**src/rtl/serial_responder.sv**
```systemverilog
// rtl/serial_responder.sv - target end of the serial shift link: deserialises one word per frame, returns a preloaded word
module serial_responder #(
    parameter int WIDTH       = 32,
    parameter int SYNC_STAGES = 2
) (
    input  logic             CLKB,
    input  logic             RST,
    input  logic             sclk,
    input  logic             cs_n,
    input  logic             rx,
    output logic             tx,
    input  logic [WIDTH-1:0] data_in,
    output logic [WIDTH-1:0] data_out,
    output logic             rx_valid,
    input  logic             rx_ack,
    output logic             busy,
    output logic             frame_err,
    output logic             overrun
);
    localparam int CW = $clog2(WIDTH + 1);

    typedef enum logic [1:0] {IDLE, SHIFT, HOLD} state_t;

    state_t                 state, state_nxt;
    logic [SYNC_STAGES-1:0] sclk_sync, cs_sync, rx_sync_q;
    logic                   sclk_prev, cs_prev;
    logic [WIDTH-1:0]       tx_sr;
    logic [WIDTH-2:0]       rx_sr;
    logic [CW-1:0]          bit_cnt;

    logic sclk_s, cs_s, rx_s;
    logic sclk_rise, sclk_fall, cs_rise, cs_fall;
    logic last_bit, word_done;
    logic [WIDTH-1:0] rx_next;

    // Idle presets match the link's idle levels so reset release never looks like an edge.
    always_ff @(posedge CLKB or negedge RST) begin
        if (!RST) begin
            sclk_sync <= '0;
            cs_sync   <= '1;
            rx_sync_q <= '1;
            sclk_prev <= 1'b0;
            cs_prev   <= 1'b1;
        end else begin
            sclk_sync <= {sclk_sync[SYNC_STAGES-2:0], sclk};
            cs_sync   <= {cs_sync[SYNC_STAGES-2:0], cs_n};
            rx_sync_q <= {rx_sync_q[SYNC_STAGES-2:0], rx};
            sclk_prev <= sclk_sync[SYNC_STAGES-1];
            cs_prev   <= cs_sync[SYNC_STAGES-1];
        end
    end

    assign sclk_s    = sclk_sync[SYNC_STAGES-1];
    assign cs_s      = cs_sync[SYNC_STAGES-1];
    assign rx_s      = rx_sync_q[SYNC_STAGES-1];
    assign sclk_rise = sclk_s & ~sclk_prev;
    assign sclk_fall = ~sclk_s & sclk_prev;
    assign cs_rise   = cs_s & ~cs_prev;
    assign cs_fall   = ~cs_s & cs_prev;
    assign last_bit  = (bit_cnt == CW'(WIDTH - 1));
    assign rx_next   = {rx_sr, rx_s};
    assign word_done = (state == SHIFT) && !cs_rise && sclk_rise && last_bit;

    always_ff @(posedge CLKB or negedge RST) begin
        if (!RST) state <= IDLE;
        else      state <= state_nxt;
    end

    always_comb begin
        state_nxt = state;
        case (state)
            IDLE:    if (cs_fall) state_nxt = SHIFT;
            SHIFT: begin
                if (cs_rise)                    state_nxt = IDLE;
                else if (sclk_rise && last_bit) state_nxt = HOLD;
            end
            HOLD:    if (cs_rise) state_nxt = IDLE;
            default: state_nxt = IDLE;
        endcase
    end

    always_comb begin
        tx   = 1'b1;
        busy = (state != IDLE);
        if (state == SHIFT) tx = tx_sr[WIDTH-1];
    end

    always_ff @(posedge CLKB or negedge RST) begin
        if (!RST) begin
            tx_sr     <= '0;
            rx_sr     <= '0;
            bit_cnt   <= '0;
            data_out  <= '0;
            rx_valid  <= 1'b0;
            frame_err <= 1'b0;
            overrun   <= 1'b0;
        end else begin
            frame_err <= 1'b0;
            overrun   <= 1'b0;
            if (state == IDLE && cs_fall) begin
                tx_sr   <= data_in;
                bit_cnt <= '0;
            end else if (state == SHIFT) begin
                if (cs_rise) begin
                    frame_err <= 1'b1;
                end else begin
                    if (sclk_rise) begin
                        rx_sr   <= rx_next[WIDTH-2:0];
                        bit_cnt <= bit_cnt + CW'(1);
                    end
                    if (sclk_fall) tx_sr <= {tx_sr[WIDTH-2:0], 1'b0};
                end
            end
            // An ack landing on the completion cycle consumes the old word, so the new one stays valid.
            if (word_done) begin
                data_out <= rx_next;
                rx_valid <= 1'b1;
                overrun  <= rx_valid & ~rx_ack;
            end else if (rx_ack) begin
                rx_valid <= 1'b0;
            end
        end
    end
endmodule

```
**config.mk**
```make
export PLATFORM = sky130hd
export DESIGN_NAME = serial_responder
export DESIGN_NICKNAME = d
export VERILOG_FILES = /design/src/rtl/serial_responder.sv
export SDC_FILE = /design/constraint.sdc
export NUM_CORES = 1
export LEC_CHECK = 0
export BUFFER_PORTS_ARGS = -buffer_cell sky130_fd_sc_hd__buf_4
export CORE_ASPECT_RATIO = 1.75
export CORE_MARGIN = 5
export CORE_UTILIZATION = 40
export CTS_CLUSTER_DIAMETER = 120
export DETAILED_ROUTE_END_ITERATION = 10
export GPL_TIMING_DRIVEN = 0
export HOLD_SLACK_MARGIN = 0.1
export SLEW_MARGIN = 20
export SYNTH_ARGS = -nofsm -noshare
export SYNTH_HDL_FRONTEND = slang
export SYNTH_SLANG_ARGS = --single-unit
```
**constraint.sdc**
```tcl
create_clock -name CLKB -period 2.32 [get_ports CLKB]
set_input_delay 0.348 -clock CLKB [delete_from_list [all_inputs] [get_ports CLKB]]
set_output_delay 0.348 -clock CLKB [all_outputs]
set_load 0.01 [all_outputs]
```
# Yosys cells after proc, flatten, opt, wreduce, memory -nomap -nowiden
# Cells that the tools add are included.
dict set report word_totals {
  input_bits 38
  word_cells 69
  register_bits 114
}
dict set report op_classes {
  muxes 20
  n_bitwise 12
  eq_ne 7
  n_reduce_logical 16
  n_addsub 1
}
# cell count
set ops {}
lappend ops {{32-bit two-way mux} 4}
lappend ops {{6-bit two-way mux} 4}
lappend ops {{2-bit nonzero test} 5}
lappend ops {{3-bit AND reduction} 3}
lappend ops {{2-bit two-way mux} 4}
lappend ops {{1-bit two-way mux} 7}
lappend ops {{1-bit NOT} 7}
lappend ops {{6-bit by 1-bit adder with 6-bit output, second input constant} 1}
lappend ops {{6-bit by 5-bit equality test with 1-bit output, second input constant} 1}
lappend ops {{2-bit one-hot mux with 3 select lines} 1}
lappend ops {{1-bit bitwise AND} 5}
lappend ops {{1-bit logical AND} 5}
lappend ops {{2-bit inequality test, second input constant} 2}
lappend ops {{4-bit AND reduction} 1}
lappend ops {{3-bit by 2-bit inequality test with 1-bit output, second input constant} 1}
lappend ops {{2-bit by 1-bit equality test with 1-bit output, second input constant} 1}
lappend ops {{2-bit equality test, second input constant} 1}
lappend ops {{2-bit logical NOT} 1}
lappend ops {{2-bit by 1-bit inequality test with 1-bit output, second input constant} 1}
lappend ops {{1-bit logical NOT} 1}

# Longest topological paths before layout
dict set report depth {
  word_depth 7
  depth_mapped 6
  depth_no_buf 5
}

# Worst setup path before layout
# No wires, ideal clock.
dict set report synth_path {
  path_kind {register to register}
  from {reg bit_cnt[0]}
  to {reg data_out[10]}
  setup_ns 0.125
  period_less_slack_ns 1.987
  stages_incl_launch_ff 7
  t_arrival_ns 1.862
  setup_slack_ns 0.333
  path_buffers 1
  cell_sequence {dfrtp_1 -> ha_1 -> nand3_2 -> or4b_4 -> nor2_8 -> buf_12 -> mux2_4}
}
dict set report synth_between {
  elab_chain_len 2
}
# item line
set synth_lines {}
lappend synth_lines {{from (decl)} 29} ;# logic [CW-1:0] bit_cnt;
lappend synth_lines {{from (signal assigned)} 109} ;# bit_cnt <= bit_cnt + CW'(1);
lappend synth_lines {{6-bit by 5-bit equality test with 1-bit output} 60} ;# assign last_bit = (bit_cnt == CW'(WIDTH - 1));
lappend synth_lines {{1-bit logical AND} 62} ;# assign word_done = (state == SHIFT) && !cs_rise && sclk_rise && last_bit;
lappend synth_lines {{to (signal assigned)} 116} ;# data_out <= rx_next;
lappend synth_lines {{to (decl)} 13} ;# output logic [WIDTH-1:0] data_out,
# Every way passes these cells.
# A chain may end at the register's enable or synchronous reset.

# Final worst setup path
dict set report layout_path {
  from {reg bit_cnt[0]}
  to {reg data_out[12]}
}
# Same word-level chain as after synthesis.

==> results.json <==
{
  "synthMuxAreaShare_pct": 19.0,
  "worstSetupStartpointType": "flip-flop",
  "total_leakage_power_nw": 3.01,
  "rows": 51,
  "overflow": 0,
  "synth-xor-area-share_pct": 0.381,
  "cts_root_buf": "clkbuf_16",
  "numPortBuffers": 74,
  "first_pass_iters": 4,
  "worstPathRequired_ps": 2600,
  "cts_inserted_buffers": 17,
  "area_delta_synth_final_pct": 30.9,
  "rsz0062_at_grt": "false",
  "ys_types": 34,
  "maxSlewViolCount": 0,
  "fmax_mhz": 462,
  "clk_pin_slew_ps": 60,
  "core-area_sq_um": 11200,
  "relSlewSlack_pct": 36.0,
  "synth_compound_area_share_pct": 5.82,
  "fin_ws_ps": 156,
  "via_count": 2882,
  "synth_fa_ha_area_share_pct": 0.272,
  "power.density_nw_per_um2": 963,
  "synth_area_sq_um": 4600,
  "status": "complete, no violations",
  "seqCellArea_sq_um": 2860,
  "synth_top_cell_area_share_pct": 59.3,
  "hold_viol": 0,
  "grt_max_degree": 115,
  "cts.path.max_buffers": 2,
  "synth_area_leaders": "dfrtp_1 59%, mux2_4 9.8%, mux2_2 8.6%",
  "seq_area_frac_synth_pct": 62.1,
  "n_antenna_cell": 0,
  "gp_congestion": 0.734,
  "fin_tns_setup_ps": 0,
  "ioPinCount": 75,
  "clock_skew_ps": 10.8,
  "ys_warn_count": 0,
  "synthCells": 334,
  "gr-usage-all-layers_pct": 14.1,
  "max_cap_viol_count": 0,
  "cts_resized": 0,
  "final_cell_mix": "109 x dfrtp_1, 73 x buf_4, 67 x nand2_1, 35 x mux2_2",
  "avgSynthCellArea_sq_um": 13.8,
  "path_class": "reg -> reg",
  "layout-drive-gt1-share_pct": 42.9,
  "fin_util_pct": 53.6,
  "min_period_ps": 2160,
  "setup_violations": 0,
  "cp_max_fo": 10,
  "wl_per_cell_um": 16.0,
  "grt_pass1_vias": 3182,
  "rrSetupSlack_ps": 160,
  "start_util_pct": 41.0,
  "crit_arrival_ps": 2450,
  "grt_pass1_wl_mm": 15.8,
  "ys_ff_latch": 114,
  "layout_worst_path_cycle_share_pct": 93.3,
  "wirelength_mm": 9.18,
  "worstMarginPinSlew_ps": 958,
  "viasPerCell": 5.01,
  "synth_top_family_by_area": "multiplexers",
  "clk_latency_ps": 400,
  "place_ws_ps": 152,
  "vdd_drop_max_mv": 1.09,
  "cts_tree": "yes",
  "yosysTopAreaCell": "dfrtp_1",
  "antenna_found_initial": 0,
  "multi_input_area_sq_um": 1620,
  "final_common_cell": "dfrtp_1",
  "dp_hpwl_mm": 6.19,
  "die_area_sq_um": 13800,
  "cts_max_level": 4,
  "chipWidth_um": 91.1,
  "cp-end-kind": "flip-flop",
  "cts_sinks": 114,
  "drt_iter0_drc": 89,
  "drtAntennaViolNets": 0,
  "syn_nets": 373,
  "chipHeight_um": 152,
  "drc": 0,
  "hp-class": "in -> async",
  "synth-simple-area-share_pct": 9.76,
  "fillers": 970,
  "fin_nets": 469
}
[per-layer routing]
metal / GRT usage, % / vias up / share of wire (%)
met2: 24.0 / 66 / 54
li1: - / 1362 / -
met3: 5.29 / 9 / 5.0
met1: 15.9 / 1445 / 40
met4: 5.31 / 0 / 1.0
met5: 0 / - / 0
[metrics by stage]
stage               total power [W]  area, sq um  hold slack [ps]  instances
CTS                         0.00588         6020              143        575
finish                      0.00580         6020             57.8        575
global route                0.00607         6020              151        575
floorplan                   0.00273         4600             52.4        334
detailed placement          0.00295         5330              336        540
global placement            0.00292         5320              337        540
[cells by family (layout without fill, tap and decap cells)]
logic type               count (synthesis)  in the layout
AO/OA/AOI/OAI                           37             37
XOR/XNOR                                 2              2
adder cells (fa/ha/maj)                  1              1
buffers and inverters                   18            127
flip-flops                             114            114
multiplexers                            68             68
AND/OR/NAND/NOR                         94             94
[final timing paths]
check,startpoint,cells after the start,endpoint
max in group asynchronous,RST,1,rx_sr[12]
hold reg to reg,sclk_sync[0],0,sclk_sync[1]
setup reg to reg,bit_cnt[0],6,data_out[12]
setup / recovery,bit_cnt[0],6,data_out[12]
hold / removal,RST,1,tx_sr[17]
min in group CLKB,data_in[0],3,tx_sr[0]
[cell usage after synthesis (all sizes together)]
library cell / count
inv: 1
buf: 6
clkbuf: 11
nand3: 2
and4: 1
or3b: 1
xnor2: 2
nor4: 2
nand2b: 5
nand4b: 1
nor2: 6
nor4b: 1
nand2: 67
and2b: 1
mux2i: 3
or2: 1
a22oi: 30
nor2b: 1
a21oi: 1
a41oi: 1
nand3b: 1
a31o: 1
dfrtp: 109
or4b: 1
o21ai: 4
nor3: 2
dfstp: 5
mux2: 65
nand4: 1
ha: 1
[cell type report]
cell class | count | area share, %
Clock inverter | 14 | 3.74
Clock buffer | 18 | 7.29
Tap cell | 132 | 2.74
Sequential cell | 114 | 47.5
Timing Repair Buffer | 77 | 9.83
Buffer | 17 | 1.93
Inverter | 1 | 0.0623
Multi-Input combinational cell | 202 | 26.9
[what timing repair did]
| item | in CTS | in global routing |
|---|---|---|
| setup endpoints to repair | 0 | 0 |
| endpoints found under the hold margin | 3 | 0 |
| hold buffers | 3 | 0 |
| setup buffers | 0 | 0 |
[critical path, stage by stage (launching register included)]
cell	delay (ps)
dfrtp_1	390
ha_1	230
nand3_2	90
or4b_4	600
nor2_8	240
buf_12	180
mux2_4	300
[flip-flops by register name, indices dropped and copies added, names as in the netlist, 2 cells and up]
name	count
rx_sync_q	2
state	2
sclk_sync	2
data_out	32
tx_sr	32
rx_sr	31
cs_sync	2
bit_cnt	6
[report_power, final]
group / switching, W / leakage, nW / internal (W)
Clock: 0.000943 / 0.314 / 0.00195
Combinational: 0.000260 / 1.19 / 0.000234
Sequential: 0.000162 / 1.51 / 0.00225
Total: 0.00136 / 3.01 / 0.00444
Power figures use the tool's default switching activity.
